[src/rtl/apb_arch.svh]
// Bus widths shared by the APB arbitrating master and its users.
`ifndef APB_ARCH_SVH
`define APB_ARCH_SVH
`define ADDR_WIDTH 32
`define DATA_WIDTH 32
`define STRB_SIZE (`DATA_WIDTH/8)
`endif

[src/rtl/apb_arb_pkg.sv]
// Shared types and constants for the two-requester APB master.
`timescale 1ns/1ps
package apb_arb_pkg;
  typedef enum logic [1:0] {IDLE, SETUP, ACCESS} state_e;
  localparam int unsigned TIMEOUT_DEFAULT = 16;
endpackage

[src/rtl/apb_rr_arb.sv]
// Two-way round-robin arbiter: combinational one-hot grant, last winner
// remembered on ack so the other requester wins the next tie.
`timescale 1ns/1ps
module apb_rr_arb (
  input  logic       clk,
  input  logic       rst_n,
  input  logic [1:0] req_i,
  input  logic       ack_i,
  output logic [1:0] grant_o
);
  // last_q = 1 means requester 1 won last, giving requester 0 the next tie.
  logic last_q;

  always_comb begin
    grant_o = req_i;
    if (req_i == 2'b11) grant_o = last_q ? 2'b01 : 2'b10;
  end

  always_ff @(posedge clk or negedge rst_n) begin
    if (!rst_n)                      last_q <= 1'b1;
    else if (ack_i && grant_o != '0) last_q <= grant_o[1];
  end
endmodule

[src/rtl/apb_arb_master.sv]
// APB master shared by two requesters; IDLE->SETUP->ACCESS with registered bus
// outputs, round-robin grant, wait-state timeout forcing an error completion.
`timescale 1ns/1ps
`include "apb_arch.svh"
module apb_arb_master
  import apb_arb_pkg::*;
#(
  parameter int unsigned TIMEOUT = TIMEOUT_DEFAULT
) (
  input  logic                   clk,
  input  logic                   rst_n,
  input  logic                   req0,
  input  logic                   req1,
  input  logic                   wr0,
  input  logic                   wr1,
  input  logic [`ADDR_WIDTH-1:0] addr0,
  input  logic [`ADDR_WIDTH-1:0] addr1,
  input  logic [`DATA_WIDTH-1:0] wdata0,
  input  logic [`DATA_WIDTH-1:0] wdata1,
  input  logic [`STRB_SIZE-1:0]  strb0,
  input  logic [`STRB_SIZE-1:0]  strb1,
  output logic                   done0,
  output logic                   done1,
  output logic [`DATA_WIDTH-1:0] rdata0,
  output logic [`DATA_WIDTH-1:0] rdata1,
  output logic                   err0,
  output logic                   err1,
  output logic                   sel,
  output logic                   enable,
  output logic                   write,
  output logic [`ADDR_WIDTH-1:0] addr,
  output logic [`DATA_WIDTH-1:0] wdata,
  output logic [`STRB_SIZE-1:0]  strobe,
  input  logic                   ready,
  input  logic                   slverr,
  input  logic [`DATA_WIDTH-1:0] rdata
);
  state_e                 state_q, state_d;
  logic                   owner_q, owner_d;
  logic [8:0]             wait_q, wait_d, wait_inc;
  logic                   sel_q, sel_d, enable_q, enable_d, write_q, write_d;
  logic [`ADDR_WIDTH-1:0] addr_q, addr_d;
  logic [`DATA_WIDTH-1:0] wdata_q, wdata_d, rdata0_q, rdata0_d, rdata1_q, rdata1_d;
  logic [`STRB_SIZE-1:0]  strobe_q, strobe_d;
  logic                   done0_q, done0_d, done1_q, done1_d;
  logic                   err0_q, err0_d, err1_q, err1_d;
  logic [1:0]             eligible, grant;
  logic                   arb_ack, cpl, cpl_err;

  // A requester is blocked in the cycle its done pulse is out, so a held req
  // cannot immediately re-win the bus.
  assign eligible = {req1 & ~done1_q, req0 & ~done0_q};
  assign wait_inc = wait_q + 9'd1;

  apb_rr_arb u_arb (
    .clk     (clk),
    .rst_n   (rst_n),
    .req_i   (eligible),
    .ack_i   (arb_ack),
    .grant_o (grant)
  );

  always_comb begin
    state_d  = state_q;
    owner_d  = owner_q;
    wait_d   = wait_q;
    sel_d    = sel_q;
    enable_d = enable_q;
    write_d  = write_q;
    addr_d   = addr_q;
    wdata_d  = wdata_q;
    strobe_d = strobe_q;
    rdata0_d = rdata0_q;
    rdata1_d = rdata1_q;
    arb_ack  = 1'b0;
    cpl      = 1'b0;
    cpl_err  = 1'b0;
    unique case (state_q)
      IDLE: begin
        if (grant != 2'b00) begin
          arb_ack = 1'b1;
          owner_d = grant[1];
          sel_d   = 1'b1;
          state_d = SETUP;
          write_d = grant[1] ? wr1 : wr0;
          addr_d  = grant[1] ? addr1 : addr0;
          // Reads leave PWDATA at its previous value and clear the strobes.
          strobe_d = '0;
          if (grant[1] && wr1) begin
            wdata_d  = wdata1;
            strobe_d = strb1;
          end else if (!grant[1] && wr0) begin
            wdata_d  = wdata0;
            strobe_d = strb0;
          end
        end
      end
      SETUP: begin
        enable_d = 1'b1;
        wait_d   = '0;
        state_d  = ACCESS;
      end
      ACCESS: begin
        if (ready) begin
          cpl     = 1'b1;
          cpl_err = slverr;
          if (!write_q && owner_q)  rdata1_d = rdata;
          if (!write_q && !owner_q) rdata0_d = rdata;
        end else begin
          wait_d = wait_inc;
          if (wait_inc == 9'(TIMEOUT)) begin
            cpl     = 1'b1;
            cpl_err = 1'b1;
          end
        end
      end
      default: state_d = IDLE;
    endcase
    if (cpl) begin
      sel_d    = 1'b0;
      enable_d = 1'b0;
      state_d  = IDLE;
    end
    done0_d = cpl & ~owner_q;
    done1_d = cpl & owner_q;
    err0_d  = cpl & ~owner_q & cpl_err;
    err1_d  = cpl & owner_q & cpl_err;
  end

  always_ff @(posedge clk or negedge rst_n) begin
    if (!rst_n) begin
      state_q  <= IDLE;
      owner_q  <= 1'b0;
      wait_q   <= '0;
      sel_q    <= 1'b0;
      enable_q <= 1'b0;
      write_q  <= 1'b0;
      addr_q   <= '0;
      wdata_q  <= '0;
      strobe_q <= '0;
      rdata0_q <= '0;
      rdata1_q <= '0;
      done0_q  <= 1'b0;
      done1_q  <= 1'b0;
      err0_q   <= 1'b0;
      err1_q   <= 1'b0;
    end else begin
      state_q  <= state_d;
      owner_q  <= owner_d;
      wait_q   <= wait_d;
      sel_q    <= sel_d;
      enable_q <= enable_d;
      write_q  <= write_d;
      addr_q   <= addr_d;
      wdata_q  <= wdata_d;
      strobe_q <= strobe_d;
      rdata0_q <= rdata0_d;
      rdata1_q <= rdata1_d;
      done0_q  <= done0_d;
      done1_q  <= done1_d;
      err0_q   <= err0_d;
      err1_q   <= err1_d;
    end
  end

  assign sel    = sel_q;
  assign enable = enable_q;
  assign write  = write_q;
  assign addr   = addr_q;
  assign wdata  = wdata_q;
  assign strobe = strobe_q;
  assign done0  = done0_q;
  assign done1  = done1_q;
  assign err0   = err0_q;
  assign err1   = err1_q;
  assign rdata0 = rdata0_q;
  assign rdata1 = rdata1_q;
endmodule
[config.mk]
export PLATFORM = sky130hd
export DESIGN_NAME = apb_arb_master
export DESIGN_NICKNAME = d
export VERILOG_FILES = /design/src/rtl/apb_arb_pkg.sv /design/src/rtl/apb_rr_arb.sv /design/src/rtl/apb_arb_master.sv
export VERILOG_INCLUDE_DIRS = /design/src /design/src/rtl
export SDC_FILE = /design/constraint.sdc
export NUM_CORES = 1
export LEC_CHECK = 0
export CAP_MARGIN = 40
export CORE_UTILIZATION = 46
export CTS_BUF_LIST = sky130_fd_sc_hd__clkbuf_4 sky130_fd_sc_hd__clkbuf_8
export CTS_CLUSTER_SIZE = 25
export DETAILED_ROUTE_END_ITERATION = 12
export PLACE_DENSITY = 0.95
export SLEW_MARGIN = 20
export SYNTH_ARGS = -nofsm -noshare
export SYNTH_HDL_FRONTEND = slang
export SYNTH_SLANG_ARGS = --single-unit
[constraint.sdc]
create_clock -name clk -period 5.6 [get_ports clk]
set_input_delay 0.56 -clock clk [delete_from_list [all_inputs] [get_ports clk]]
set_output_delay 0.56 -clock clk [all_outputs]
set_load 0.01 [all_outputs]
* Word-level counts from Yosys, hierarchy flattened
Index checks and enable logic that the tools add are counted.
Cells by class: add/sub/neg operators 1, equality and inequality tests 7, muxes and demuxes 25, bitwise operators 9, reductions and logical operators 22
Operator list (count):
- 32-bit 2-to-1 mux | 3
- 9-bit case mux with 2 select lines | 1
- 1-bit 2-to-1 mux | 13
- 2-bit nonzero test | 6
- 9-bit by 1-bit adder with 9-bit output (second input constant) | 1
- 9-bit by 5-bit equality test with 1-bit output (second input constant) | 1
- 9-bit 2-to-1 mux | 1
- 3-bit AND reduction | 3
- 2-bit 2-to-1 mux | 4
- 4-bit 2-to-1 mux | 2
- 2-bit AND reduction | 4
- 1-bit AND | 6
- 2-bit case mux with 3 select lines | 1
- 1-bit logical AND | 5
- 2-bit equality test (second input constant) | 2
- 2-bit != test (second input constant) | 2
- 1-bit logical NOT | 3
- 3-bit != test (second input constant) | 1
- 1-bit NOT | 3
- 2-bit by 1-bit equality test with 1-bit output (second input constant) | 1
- 2-bit logical NOT | 1
Storage, ports and cells: register bits 152, word-level logic and storage cells 80

* Longest topological paths before layout
Gate-level depths: netlist of the first run.
depth in word-level cells 8, depth in mapped cells 7

* By module
A second synthesis of the first run with hierarchy kept.
Second synthesis, totals: cell total of the unflattened synthesis 557, area, all modules 6601.3 um2
Modules (own cells, without submodules):
- apb_arb_master | instances 1, cells an instance 551, area each 6545.0 um2, sequential area each 3778.6 um2
- apb_rr_arb | instances 1, cells an instance 6, area each 56.3 um2, sequential area each 26.3 um2

* Worst setup path after synthesis of the first run
Ideal clock, no wire load.
kind register -> register, from register wait_q[0], to register sel_q (netlist: sel), library setup time 123 ps, arrival 1751 ps, required time 5477 ps, slack 3726 ps, cell stages (with the launch flop) 7, period minus slack after synthesis 1874 ps, path through dfrtp_1 ha_1 inv_2 or4_1 nand3_1 nand3_2 o221a_2
On the way: longest elaborated chain between the ends 7
RTL lines:
- start: declaration | RTL line apb_arb_master.sv:40 | logic [8:0] wait_q, wait_d, wait_inc;
- start signal: assignment | RTL line apb_arb_master.sv:150 | wait_q <= wait_d;
- 9-bit by 1-bit adder with 9-bit output * | RTL line apb_arb_master.sv:53 | assign wait_inc = wait_q + 9'd1;
- 9-bit by 5-bit equality test with 1-bit output * | RTL line apb_arb_master.sv:111 | if (wait_inc == 9'(TIMEOUT)) begin
- 1-bit 2-to-1 mux * | RTL line apb_arb_master.sv:111
- 1-bit 2-to-1 mux * | RTL line apb_arb_master.sv:104 | if (ready) begin
- 1-bit 2-to-1 mux * | RTL line apb_arb_master.sv:78 | unique case (state_q)
- 2-bit nonzero test (no line)
- 2-bit AND reduction (no line)
- end signal: assignment | RTL line apb_arb_master.sv:151 | sel_q <= sel_d;
- end: declaration | RTL line apb_arb_master.sv:41 | logic sel_q, sel_d, enable_q, enable_d, write_q, write_d;
Every way passes the cells marked *; elsewhere a longest branch is shown, timed or not. A chain may end at the register's enable or synchronous reset.

* Worst setup path after layout of the first run
from input port ready, to register rdata0_q[16] (netlist: rdata0[16])
On the way: longest elaborated chain between the ends 1
RTL lines:
- start: declaration | RTL line apb_arb_master.sv:34 | input logic ready,
- 3-bit AND reduction (no line)
- end signal: assignment | RTL line apb_arb_master.sv:157 | rdata0_q <= rdata0_d;
- end: declaration | RTL line apb_arb_master.sv:43 | logic [`DATA_WIDTH-1:0] wdata_q, wdata_d, rdata0_q, rdata0_d, rdata1_q, rdata1_d;
Every way passes these cells.

==> Implementation_results.wiki, run 1 <==
{| class="wikitable"
! Metric !! Value
|-
| Relative contribution of the clock network to total power || 0.159
|-
| Global-route wire length before repair || 30420 µm
|-
| Die span in y || 122.5 µm
|-
| Simple-gate share of the synthesized area || 0.1148
|-
| Top Usage Layer GRT || met2
|-
| Sequential power share || 0.375
|-
| Met3 track utilization from global routing || 0.08364
|-
| Post-cts sizing count || 0
|-
| Largest clock skew in the final design || ~0.017 ns
|-
| Power Total || just over 5 mW
|-
| Drc violations || 0
|-
| Pre-CTS worst setup slack || 2.570 ns
|-
| CP top delay family || buffers and inverters
|-
| Number of buffer cells added on primary ports || 314
|-
| Syn_area_per_cell || about 11 µm²
|-
| Setup violations, final || 0
|-
| Result of the run || finished, final reports clean
|-
| Clock-pin slew of the registers on the worst-case setup and hold paths || 0.09 ns
|-
| Initial DRC count || 348
|-
| Wirelength, routed || roughly 21000 µm
|-
| Period minus WS final || 2.613 ns
|-
| Initial antenna violation count || 0
|-
| Pin count of the biggest net entering global routing || 96
|-
| Cell total after placement || 1054
|-
| Net count of the finished layout || roughly 1100
|-
| Post-Synthesis Cells || 591
|-
| Overall die area || 15020 µm²
|-
| Worst-path cell with the longest stage delay || sky130_fd_sc_hd__or4_2
|-
| Total power per unit cell area || 494.6 nW/µm²
|-
| Type of destination of the critical path || register
|-
| Worst path cell trace || clkdlybuf4s50_1 -> inv_2 -> or4_2 -> buf_12 -> mux2_4
|-
| Combinational family with the most area after synthesis || multiplexers
|-
| Overflow left after global routing || 0
|-
| Ys flop type || sky130_fd_sc_hd__dfrtp_1
|-
| Yosys warning count || 0
|-
| Setup Total Neg Slack || 0 ns
|-
| Compound-Gate Fraction of Synth Area || 0.1011
|-
| Combinational share of power || 0.465
|-
| Delay of the slowest cell on the worst path || 0.91 ns
|-
| Critical Path Start Type || input port
|-
| Clk sinks || 152
|-
| Width of the die || between 100 and 150 µm
|-
| Number of placement rows || 43
|-
| Vias || 5815
|-
| Std-Cell Core Area || 14040 µm²
|-
| Ratio of routed vias to standard cells || between 5 and 6
|-
| Share of cell area taken by muxes after synthesis || 0.1756
|-
| Cell Int Power || 3.380 mW
|-
| Slew of the pin with the lowest slew margin || 0.6514 ns
|-
| Post-route worst setup slack || 2.987 ns
|-
| Number of inserted diodes || 0
|-
| Worst path required time || 5.93 ns
|-
| Number of detailed-routing iterations run before antenna repair || 8
|-
| Synthesized-area fraction occupied by adder cells || 0.005241
|-
| Vias in the first global route || 5727
|-
| Antenna violation net count after detailed routing || 0
|-
| Syn nets || 769
|-
| Path type of the worst min-delay path || register to register
|-
| Syn-to-layout area delta || 55.78%
|-
| RSZ-0062 raised after global routing || no
|-
| I/O pins || 315
|-
| Number of buffers added by the clock tree synthesis step || 17
|-
| Filler-free cell count of the finished design || 1089
|-
| Clock tree from TritonCTS || yes
|-
| Leak pwr || 4.550 nW
|-
| Clock tree root buffer cell || sky130_fd_sc_hd__clkbuf_8
|-
| Worst endpoint data arrival time || a little under 3 ns
|-
| Syn Std Cell Area || 6684 µm²
|-
| Core Util, Final || 0.7415
|-
| Share of layout cells above drive strength 1 || 0.1342
|-
| Effective utilization at floorplan || 0.4760
|-
| GP Congestion || 0.8554
|-
| Post-route clock period utilization || 0.4666
|-
| Maximum fanout along the worst path || 24
|-
| Buffers and inverters on the worst path || 3
|-
| GR Util met2 || 0.4702
|-
| Final hold violation count || 0
|-
| Clk Latency, worst-skew pair || 0.44 ns
|-
| Quantity of hold-fixing buffers added after cts || 0
|-
| Worst IR Drop VDD || around 0.27 mV
|-
| Fmax || 382.7 MHz
|-
| Fraction of the yosys area taken by sequential cells || 0.5693
|-
| Max-Slew Margin vs Limit || 0.5657
|-
| Level count of the clock H-tree || 4
|-
| Fraction of synthesized cell area in xor and xnor cells || 0
|-
| Post-synth EDFFs || 0
|-
| DP HPWL || 14640 µm
|-
| Total net switching power || 1.770 mW
|-
| Count of pins over their slew limit || 0
|-
| Clk buf depth || 2
|-
| Sw Share || 0.3437
|-
| Worst setup path category || input port to register
|-
| #FFs+latches synth || 152
|-
| Reported max-cap violation count || 0
|-
| Overall track demand over capacity in global routing || 0.2717
|-
| Average wire per standard cell || ~19 µm
|-
| Post-CTS Setup Bufs || 0
|-
| Post-synth cell types || 48
|-
| Proportion of register bits with asynchronous set or reset after synthesis || 1.000
|-
| Met1 layer usage reported by global route || 0.3133
|}
synthesized netlist by cell type, drive strengths merged (2+ instances only):
library cell | instances | area [µm²]
dfrtp | 151 | 3779
nand2 | 113 | 424.2
mux2 | 64 | 833.3
o21ai | 48 | 240.2
nor2 | 42 | 157.7
mux2i | 34 | 340.3
a31oi | 32 | 200.2
buf | 24 | 156.4
clkbuf | 15 | 56.30
a21oi | 11 | 55.05
nor3 | 5 | 30.03
a32oi | 4 | 35.03
inv | 4 | 15.01
nand3 | 4 | 25.02
o211ai | 4 | 30.03
nand4 | 3 | 18.77
nor2b | 3 | 18.77
a21boi | 2 | 15.01
and3 | 2 | 12.51
ha | 2 | 25.02
nor4 | 2 | 12.51
o22ai | 2 | 12.51
o311ai | 2 | 17.52
or4 | 2 | 15.01
cells in the final DEF (no fill, tap or decap), types with 3 or more instances in the layout:
cell | synthesis | final
sky130_fd_sc_hd__nor2b_1 | 3 | 3
sky130_fd_sc_hd__nor3_1 | 4 | 4
sky130_fd_sc_hd__mux2_4 | 30 | 30
sky130_fd_sc_hd__a21oi_1 | 11 | 10
sky130_fd_sc_hd__clkinv_2 | 0 | 4
sky130_fd_sc_hd__mux2_2 | 33 | 33
sky130_fd_sc_hd__nand3_1 | 3 | 3
sky130_fd_sc_hd__clkdlybuf4s50_1 | 0 | 313
sky130_fd_sc_hd__o211ai_1 | 4 | 4
sky130_fd_sc_hd__buf_4 | 7 | 6
sky130_fd_sc_hd__a31oi_1 | 32 | 32
sky130_fd_sc_hd__nor2_1 | 42 | 42
sky130_fd_sc_hd__a32oi_1 | 4 | 4
sky130_fd_sc_hd__inv_2 | 3 | 3
sky130_fd_sc_hd__nand4_1 | 3 | 3
sky130_fd_sc_hd__o21ai_0 | 47 | 47
sky130_fd_sc_hd__clkbuf_8 | 0 | 21
sky130_fd_sc_hd__dfrtp_1 | 151 | 151
sky130_fd_sc_hd__nand2_1 | 113 | 112
sky130_fd_sc_hd__mux2i_1 | 34 | 34
power groups by stage:
stage                     Combinational, mW  Clock [mW]  Sequential, mW
after detailed placement               2.38           0            1.94
after global placement                 2.30           0            1.91
after floorplan                       0.851           0            2.09
final                                  2.40       0.820            1.93
after global routing                   2.57       0.891            2.00
after CTS                              2.40       0.829            1.93
worst paths after layout:
check                      startpoint      endpoint  slack [ns]  cells after the start
setup / recovery                ready    rdata0[16]        2.99                      5
hold / removal                addr[2]       addr[2]        0.48                      2
setup reg to reg           state_q[0]    rdata0[16]        3.12                      4
hold reg to reg               addr[2]       addr[2]        0.48                      2
max in group asynchronous       rst_n  u_arb.last_q        3.92                      5
min in group asynchronous       rst_n    rdata0[16]        0.52                      2
cell type report:
cell class              instances  area, µm²
fillers                       919       3630
repair buffers                325       3294
flip-flops and latches        152       3805
well taps                     180      225.2
clock inverters                10      92.59
inverters                       4      15.01
multi-input cells             396       2684
clock buffers                  22      296.5
registers in the layout, summed over array words and instances (netlist names):
signal	flops
state_q	2
done1	1
strobe	4
addr	32
write	1
sel	1
err1	1
u_arb.last_q	1
err0	1
owner_q	1
rdata0	32
wait_q	9
enable	1
rdata1	32
wdata	32
done0	1
tightest hold or removal path, delay by kind of cell (launching register included):
| family | cells | cell delay, ns |
|---|---|---|
| AOI/OAI and AO/OA | 1 | 0.06 |
| and+or+nand+nor | 1 | 0.05 |
| DFF | 1 | 0.34 |
kinds of logic after synthesis:
family	after synthesis
compound gates	112
mux	98
buf+inv	43
fa+ha+maj	3
flops	152
simple gates	183
through the flow:
| step | hold WS, ns | cell area, µm² |
|---|---|---|
| 6_report | 0.4808 | 10410 |
| 5_1_grt | 0.4934 | 10410 |
| 4_1_cts | 0.2154 | 10350 |
| 3_5_place_dp | 0.4713 | 9958 |
| 3_3_place_gp | 0.4599 | 9918 |
| 2_1_floorplan | 0.2644 | 6684 |
metal layers:
| metal | vias up | wire, µm |
|---|---|---|
| met2 | 297 | 10560 |
| met5 | - | 0 |
| met3 | 47 | 1650 |
| met4 | 0 | 578 |
| met1 | 2801 | 7782 |
| li1 | 2670 | - |
(Power assumes the default switching activity.)
==> run 2: changes to the inputs <==
Settings changed: CORE_ASPECT_RATIO set to 1.4, CORE_UTILIZATION 46 to 43, PLACE_DENSITY 0.95 to 0.94.
Clock period 5.6 ns to 2.5 ns, I/O delays scaled along.
==> run 2 against run 1 <==
Cell area up 0.77%. Die area up 6.9%. Global-route usage down 2.8 points. Routed wire length down 7.0%. Highest routed layer unchanged.
==> Implementation_results.wiki, run 2 (synthesized netlist as in run 1, its figures left out) <==
{| class="wikitable"
! Metric !! Value
|-
| Post-route cell area || 10490 µm²
|-
| Level count of the clock H-tree || 4
|-
| Global-route wire length before repair || 29600 µm
|-
| Timing endpoint of the critical path || err0
|-
| Number of inserted diodes || 0
|-
| Width of the die || 107.4 µm
|-
| GP Congestion || 0.8145
|-
| Levels on crit path || 6
|-
| Total net switching power || 3.958 mW
|-
| Critical Path Start Type || register
|-
| Filler-free cell count of the finished design || roughly 1100
|-
| Clk sinks || approximately 150
|-
| Number of buffer cells added on primary ports || 314
|-
| Clock tree from TritonCTS || yes
|-
| Average wire per standard cell || around 17 µm
|-
| Die span in y || 149.5 µm
|-
| Overall die area || 16050 µm²
|-
| Clk buf depth || 2
|-
| Final hold violation count || 0
|-
| Post-route clock period utilization || 0.8509
|-
| Clock-pin slew of the registers on the worst-case setup and hold paths || 0.09 ns
|-
| Worst endpoint data arrival time || 2.45 ns
|-
| Cell total after placement || between 1000 and 1500
|-
| Clock tree root buffer cell || sky130_fd_sc_hd__clkbuf_8
|-
| Overflow left after global routing || 0
|-
| Crit Reg-Reg Endpoint || err0
|-
| Pin count of the biggest net entering global routing || 71
|-
| Sequential power share || 0.367
|-
| Initial antenna violation count || 0
|-
| Net count of the finished layout || around 1100
|-
| I/O pins || 315
|-
| Initial DRC count || 261
|-
| Worst-path cell with the longest stage delay || sky130_fd_sc_hd__dfrtp_1
|-
| GR Util met2 || 0.4439
|-
| Setup violations, final || 0
|-
| Leak pwr || 4.574 nW
|-
| Combinational share of power || 0.467
|-
| Total power per unit cell area || 1107 nW/µm²
|-
| Delay of the slowest cell on the worst path || 0.52 ns
|-
| Worst path required time || 2.83 ns
|-
| Drc violations || 0
|-
| Reg-to-reg startpoint || wait_q[0]
|-
| Sw Share || 0.3408
|-
| Worst setup path category || register to register
|-
| Effective utilization at floorplan || 0.4421
|-
| Largest clock skew in the final design || 0.01385 ns
|-
| Max-Slew Margin vs Limit || 0.5686
|-
| Top Usage Layer GRT || met2
|-
| Path type of the worst min-delay path || input port to register
|-
| Relative contribution of the clock network to total power || 0.166
|-
| Worst path cell trace || ha_1 -> inv_2 -> or4_1 -> nand3_1 -> nand3_2 -> o41ai_2
|-
| Wirelength, routed || 19140 µm
|-
| Worst IR Drop VDD || 0.7281 mV
|-
| Maximum fanout along the worst path || 9
|-
| DP HPWL || between 10000 and 15000 µm
|-
| Cell Int Power || 7.658 mW
|-
| Cells on worst reg2reg path || 6
|-
| Reported max-cap violation count || 0
|-
| Worst setup path start || wait_q[0]
|-
| Most frequent cells in the layout || 313 x sky130_fd_sc_hd__clkdlybuf4s50_1, 151 x sky130_fd_sc_hd__dfrtp_1, 112 x sky130_fd_sc_hd__nand2_1
|-
| Number of buffers added by the clock tree synthesis step || 17
|-
| Period minus WS final || 2.127 ns
|-
| Clk Latency, worst-skew pair || 0.45 ns
|-
| Result of the run || finished, final reports clean
|-
| Most common library cell in the layout ignoring fill and taps || sky130_fd_sc_hd__clkdlybuf4s50_1
|-
| Number of placement rows || 53
|-
| Antenna violation net count after detailed routing || 0
|-
| Number of detailed-routing iterations run before antenna repair || 4
|-
| Placed cell areas || between 10000 and 15000 µm²
|-
| Vias in the first global route || ~5700
|-
| Setup Total Neg Slack || 0 ns
|-
| Met3 track utilization from global routing || 0.06054
|-
| Syn-to-layout area delta || 56.98%
|-
| Type of destination of the critical path || register
|-
| Buffers and inverters on the worst path || 1
|-
| Std-Cell Core Area || approximately 15000 µm²
|-
| Met1 layer usage reported by global route || 0.2637
|-
| Share of layout cells above drive strength 1 || 0.1399
|-
| CP top delay family || simple AND/OR/NAND/NOR gates
|-
| Vias || between 5000 and 6000
|-
| Overall track demand over capacity in global routing || 0.2440
|-
| Hold Crit Depth || 3
|-
| Fmax || 470.1 MHz
|-
| RSZ-0062 raised after global routing || no
|-
| Slew of the pin with the lowest slew margin || 0.6471 ns
|-
| Post-cts sizing count || 0
|-
| Count of pins over their slew limit || 0
|-
| Ratio of routed vias to standard cells || 5.107
|-
| Worst setup slack for register-to-register paths || 0.37 ns
|}
==> run 2: how the worst min path moves through the flow <==
stage | start | endpoint | slack [ns]
final | wdata0[16] | wdata[16] | 0.36
after global placement | rst_n | rdata1[8] | 0.30
after CTS | wdata0[20] | wdata[20] | 0.32
after global routing | wdata0[16] | wdata[16] | 0.33
after detailed placement | rst_n | rdata1[8] | 0.30
after floorplan | rst_n | addr[0] | -0.05
==> run 2: worst reg2reg max path, stage by stage, from the launching register on <==
cell                      delay [ns]
sky130_fd_sc_hd__dfrtp_1        0.52
sky130_fd_sc_hd__ha_1           0.34
sky130_fd_sc_hd__inv_2          0.06
sky130_fd_sc_hd__or4_1          0.46
sky130_fd_sc_hd__nand3_1        0.11
sky130_fd_sc_hd__nand3_2        0.18
sky130_fd_sc_hd__o41ai_2        0.36
==> run 2: per-stage QoR <==
stage	hold slack [ns]	util	power (mW)	setup slack (ns)
floorplan	-0.04559	-	6.600	0.6262
global placement	0.2987	0.6661	9.493	0.3449
detailed placement	0.3028	0.6661	9.755	0.2787
CTS	0.3180	0.6940	11.72	0.3761
global route	0.3318	0.6940	12.30	0.2605
finish	0.3563	0.6940	11.62	0.3728
==> run 2: power groups by stage <==
stage                     clock (mW)  sequential (mW)  combinational [mW]
after global placement             0             4.24                5.26
after floorplan                    0             4.69                1.91
after CTS                       1.99             4.27                5.47
after detailed placement           0             4.31                5.44
after global routing            2.09             4.39                5.82
final                           1.93             4.26                5.42
==> run 2: repair_timing <==
item,CTS,global route
endpoints found under the hold margin,67,0
setup buffers,0,0
hold buffers,1,0
==> run 2: layer usage <==
metal  up-vias  part of all wire  wire [µm]
li1       2685                 -          -
met1      2682              0.37       7068
met2       248              0.54      10270
met3        39             0.066       1262
met4         0             0.028        543
met5         -                 0          0
==> run 2: cell type report <==
class	count	area (µm²)
Fill cell	1065	4627
Sequential cell	152	3805
Timing Repair Buffer	331	3337
Multi-Input combinational cell	396	2684
Clock buffer	18	247.7
Tap cell	192	240.2
Clock inverter	14	163.9
Inverter	4	15.01
